===== config.mk =====
export PLATFORM = sky130hd
export DESIGN_NAME = regfile_sb
export DESIGN_NICKNAME = d
export VERILOG_FILES = /design/src/rtl/regfile_pkg.sv /design/src/rtl/regfile_scoreboard.sv /design/src/rtl/regfile_sb.sv
export SDC_FILE = /design/constraint.sdc
export NUM_CORES = 2
export LEC_CHECK = 0
export ABC_AREA = 0
export ABC_CLOCK_PERIOD_IN_PS = 5240
export BUFFER_PORTS_ARGS = -buffer_cell sky130_fd_sc_hd__buf_4
export CORE_MARGIN = 5
export CORE_UTILIZATION = 35
export CTS_CLUSTER_DIAMETER = 150
export DETAILED_ROUTE_END_ITERATION = 8
export GPL_TIMING_DRIVEN = 0
export SKIP_CTS_REPAIR_TIMING = 1
export SKIP_LAST_GASP = 1
export SYNTH_ARGS = -nofsm -noshare
export SYNTH_HDL_FRONTEND = slang
export SYNTH_SLANG_ARGS = --single-unit

===== constraint.sdc =====
create_clock -name clk -period 5.24 [get_ports clk]
set_clock_uncertainty 0.1 [all_clocks]
set_input_delay 1.048 -clock clk [delete_from_list [all_inputs] [get_ports clk]]
set_output_delay 1.048 -clock clk [all_outputs]
set_load 0.01 [all_outputs]

===== src/rtl/regfile_pkg.sv =====
// Shared constants and types for the parametrised register file with busy scoreboard.
// Optional write-to-read forwarding is enabled by defining REGFILE_BYPASS_EN.
package regfile_pkg;

  localparam int XLEN_DEF  = 32;
  localparam int NREGS_DEF = 32;
  localparam int AW_DEF    = $clog2(NREGS_DEF);

  typedef logic [AW_DEF-1:0]   reg_addr_t;
  typedef logic [XLEN_DEF-1:0] xword_t;

endpackage


===== src/rtl/regfile_scoreboard.sv =====
// Per-register busy tracking: issue sets a pending bit, writeback clears it,
// and a running count of pending registers is kept alongside the vector.
module regfile_scoreboard
  import regfile_pkg::*;
#(
  parameter  int NREGS = NREGS_DEF,
  localparam int AW    = $clog2(NREGS),
  localparam int CW    = $clog2(NREGS) + 1
) (
  input  logic             clk_i,
  input  logic             rst_n_i,
  input  logic             we_i,
  input  logic [AW-1:0]    wa_i,
  input  logic             issue_valid_i,
  input  logic [AW-1:0]    issue_rd_i,
  output logic             issue_ready_o,
  output logic [NREGS-1:0] busy_o,
  output logic [CW-1:0]    busy_cnt_o
);

  logic [NREGS-1:0] busy_q, busy_d;
  logic [CW-1:0]    cnt_q, cnt_d;
  logic             clr, set, inc, dec;

  // A set on the same register as a clear wins, so the count only moves
  // when a bit actually changes state.
  always_comb begin
    clr           = we_i && (wa_i != '0);
    issue_ready_o = !busy_q[issue_rd_i] || (clr && (wa_i == issue_rd_i)) ||
                    (issue_rd_i == '0);
    set           = issue_valid_i && issue_ready_o && (issue_rd_i != '0);
    inc           = set && !busy_q[issue_rd_i];
    dec           = clr && busy_q[wa_i] && !(set && (issue_rd_i == wa_i));
    busy_d        = busy_q;
    if (clr) busy_d[wa_i] = 1'b0;
    if (set) busy_d[issue_rd_i] = 1'b1;
    cnt_d = cnt_q + {{(CW-1){1'b0}}, inc} - {{(CW-1){1'b0}}, dec};
  end

  always_ff @(posedge clk_i) begin
    if (!rst_n_i) begin
      busy_q <= '0;
      cnt_q  <= '0;
    end else begin
      busy_q <= busy_d;
      cnt_q  <= cnt_d;
    end
  end

  assign busy_o     = busy_q;
  assign busy_cnt_o = cnt_q;

endmodule


===== src/rtl/regfile_sb.sv =====
// Register file with NRD combinational read ports, one write port and a busy
// scoreboard for RAW/WAW stalls. Define REGFILE_BYPASS_EN for write-to-read forwarding.
module regfile_sb
  import regfile_pkg::*;
#(
  parameter  int XLEN  = XLEN_DEF,
  parameter  int NREGS = NREGS_DEF,
  parameter  int NRD   = 2,
  localparam int AW    = $clog2(NREGS),
  localparam int CW    = $clog2(NREGS) + 1
) (
  input  logic            clk,
  input  logic            rst_n,
  input  logic [AW-1:0]   ra [NRD],
  output logic [XLEN-1:0] rd [NRD],
  output logic [NRD-1:0]  rs_busy,
  input  logic            we,
  input  logic [AW-1:0]   wa,
  input  logic [XLEN-1:0] wd,
  input  logic            issue_valid,
  input  logic [AW-1:0]   issue_rd,
  output logic            issue_ready,
  output logic [CW-1:0]   busy_cnt
);

  logic [XLEN-1:0]  regs_q [NREGS];
  logic [NREGS-1:0] busy;

  regfile_scoreboard #(.NREGS(NREGS)) u_scoreboard (
    .clk_i         (clk),
    .rst_n_i       (rst_n),
    .we_i          (we),
    .wa_i          (wa),
    .issue_valid_i (issue_valid),
    .issue_rd_i    (issue_rd),
    .issue_ready_o (issue_ready),
    .busy_o        (busy),
    .busy_cnt_o    (busy_cnt)
  );

  always_ff @(posedge clk) begin
    if (!rst_n) begin
      for (int r = 0; r < NREGS; r++) regs_q[r] <= '0;
    end else if (we && (wa != '0)) begin
      regs_q[wa] <= wd;
    end
  end

  // Register 0 reads as zero regardless of array contents.
  always_comb begin
    for (int i = 0; i < NRD; i++) begin
      rd[i]      = (ra[i] == '0) ? '0 : regs_q[ra[i]];
      rs_busy[i] = (ra[i] == '0) ? 1'b0 : busy[ra[i]];
`ifdef REGFILE_BYPASS_EN
      if (we && (wa != '0) && (ra[i] == wa)) begin
        rd[i]      = wd;
        rs_busy[i] = 1'b0;
      end
`endif
    end
  end

endmodule


==> flow_metrics.tcl <==
set metrics [dict create \
    io_buffers 120 \
    globalplace.congestion 0.9386 \
    final_max_slew_viol_count 0 \
    regArea_um2 31510 \
    holdCritPathClass "reg2reg" \
    ys_warn_count 0 \
    yosysSeqAreaShare 0.5516 \
    antenna_found_initial 18 \
    hold_viol_final 0 \
    routedWlPerCell_um 30.93 \
    wl_met2_um 93860 \
    grt_pass1_vias 35350 \
    synthFlopType "edfxtp_1" \
    final.setup.worst_slack_ns -0.04776 \
    power.density_nw_per_um2 316.8 \
    synth_seq_cells 1062 \
    dp_hpwl_um 142200 \
    async_flop_share 0 \
    rsz0062_at_grt "false" \
    finalCritPeriodShare 1.009 \
    nFillCells 14890 \
    status "finished with violations" \
    power_leakage_nw 22.04 \
    placedCellCount 5945 \
    critPathArrivalTime_ns 4.14 \
    ir_drop_mv 0.2506 \
    numCtsBuffers 108 \
    vias 34750 \
    fin_cells 6150 \
    stdcell_area_um2 65410 \
    fmax_mhz 189.1 \
    avgSynthCellArea_um2 15.94 \
    nets 3942 \
    fp.dieH_um 414.0 \
    grt_usage 0.2199 \
    synth_top_area_frac 0.5383 \
    required_ns 4.09 \
    start_util 0.3513 \
    worst_pin_slew_ns 1.438 \
    ant_nets 0 \
    cp_max_fo 10 \
    placed_cell_area_um2 61940 \
    crit_type "in2out" \
    drt_pre_antenna_iters 6 \
    layout_min_cycle_time_ns 5.288 \
    syn-instance-count 3583 \
    reg2reg_depth 13 \
    cts_root_buffer "clkbuf_16" \
    grt_start_max_net_pins 31 \
    die_area_um2 171400 \
    multi_input_area_um2 23890 \
    drtIter0Drc 4482 \
    cp-end-kind "output port" \
    slew_headroom 0.03387 \
    grt_overflow 0 \
    violations "setup timing" \
    ys_types 49 \
    synth_edf_count 1024 \
    clkTransAtPathRegs_ns 0.06 \
    wl_um 190200 \
    whs_path_depth 2 \
    coreArea_um2 162600 \
    setup_violations 6 \
    dr_wl_met3_um 15170 \
    cts_tree "yes" \
    vias_per_cell 5.650 \
    ioPinCount 129 \
    worstSetupStartpointType "input port" \
    clock-sinks 1062 \
    clock_latency_ns 0.71 \
    grt_pass1_wl_um 266100 \
    synth_top_area_cell "edfxtp_1" \
    drv_cap 0 \
    final_common_cell "edfxtp_1" \
    dieWidth_um 414.0 \
    std_cell_rows 148 \
    drc 0 \
    layout_common_cells "edfxtp_1 (1024), and2_1 (996), mux4_2 (671)" \
    wl_met1_um 70030 \
    clockBufferDepth 3 \
    syn_area_um2 57120 \
    drive_above_1_share 0.2872 \
    htree_levels 3 \
    area_delta_synth_final_pct 14.51 \
    synth.area.top_cells "edfxtp_1 (54%), mux4_2 (26%), and2_1 (11%)" \
    top_layer "met5" \
]
## per-layer routing
metal	track usage	vias up
li1	-	14310
met1	0.2717	18390
met2	0.3698	1656
met3	0.04227	391
met4	0.1120	4
met5	0	-
## metrics by stage
stage / hold WS [ns] / total power, mW / utilization / setup WS, ns / setup TNS, ns
3_3_place_gp: 0.3982 / 13.06 / 0.3743 / -3.102 / -2626.14
4_1_cts: 0.4233 / 20.73 / 0.4021 / -0.4598 / -13.90
2_1_floorplan: 0.3764 / 11.85 / - / 0.4924 / 0
5_1_grt: 0.4454 / 21.27 / 0.4023 / 0.02291 / 0
3_5_place_dp: 0.4118 / 13.14 / 0.3810 / -0.4587 / -13.59
6_report: 0.4277 / 20.72 / 0.4023 / -0.04776 / -0.1552
## critical path, stage by stage
cell,delay [ns]
buf_4,0.13
clkbuf_1,0.95
clkbuf_1,0.95
mux4_2,0.47
inv_1,0.07
o21ai_1,0.29
buf_4,0.19
## power breakdown
group / total, mW / internal [mW] / switching [mW]
Sequential: 10.0 / 9.78 / 0.235
Clock: 7.73 / 4.31 / 3.41
Combinational: 2.98 / 1.31 / 1.68
## final cells by class
cell class                      count  area share
Clock buffer                      136     0.04455
Antenna cell                        5   0.0001913
Clock inverter                     65    0.007977
Inverter                          111    0.006370
Tap cell                         2175     0.04160
Multi-Input combinational cell   2067      0.3652
Timing Repair Buffer              156     0.02475
Sequential cell                  1062      0.4817
Buffer                            373     0.02764
## sequential cells by signal, summed over array words and instances, names as in the netlist
signal and count:
regs_q 1024, u_scoreboard.busy_cnt_o 6, u_scoreboard.busy_o 32
## kinds of logic (layout without fill, tap and decap cells)
logic type / Yosys count / after routing / share of synthesized area
muxes: 684 / 684 / 0.2669
other: 1 / 37 / 0.00006565
AOI/OAI and AO/OA: 148 / 148 / 0.01529
and+or+nand+nor: 1186 / 1186 / 0.1244
xor gates and xnor gates: 10 / 10 / 0.001533
buffers and inverters: 485 / 841 / 0.03860
adders and majority gates: 7 / 7 / 0.001665
DFF: 1062 / 1062 / 0.5516
## worst paths after layout
check / to / from / slack [ns]
worst max-delay path: rd[57] / ra[8] / -0.05
worst min-delay path: u_scoreboard.busy_o[12]$_SDFF_PN0_ / u_scoreboard.busy_o[12]$_SDFF_PN0_ / 0.43
worst max register to register: u_scoreboard.busy_cnt_o[4]$_SDFF_PN0_ / u_scoreboard.busy_o[15]$_SDFF_PN0_ / 1.77
worst min register to register: u_scoreboard.busy_o[12]$_SDFF_PN0_ / u_scoreboard.busy_o[12]$_SDFF_PN0_ / 0.43
## cell usage after synthesis, types with 2 or more instances
master and n:
nor3b_1 2, or3_1 3, nand2_1 94, nor3_1 13
xnor2_1 5, nor3_4 2, xor2_1 5, dfxtp_1 38
nand3b_1 3, buf_1 25, edfxtp_1 1024, or2_2 2
clkbuf_1 250, and2_1 996, inv_1 111, o21ai_1 66
nor2_1 36, nand4_1 3, buf_2 28, buf_6 32
mux4_2 671, o21ai_0 33, mux2i_1 12, and3b_1 2
o22ai_2 9, o22ai_1 25, nand2b_1 8, ha_1 6
buf_4 24, nor3_2 2, clkbuf_2 15, o41ai_1 2
nand3_1 13, a21oi_1 5, nor4_1 2, nor2b_1 3
No activity file was read; power rests on OpenSTA's default activity.
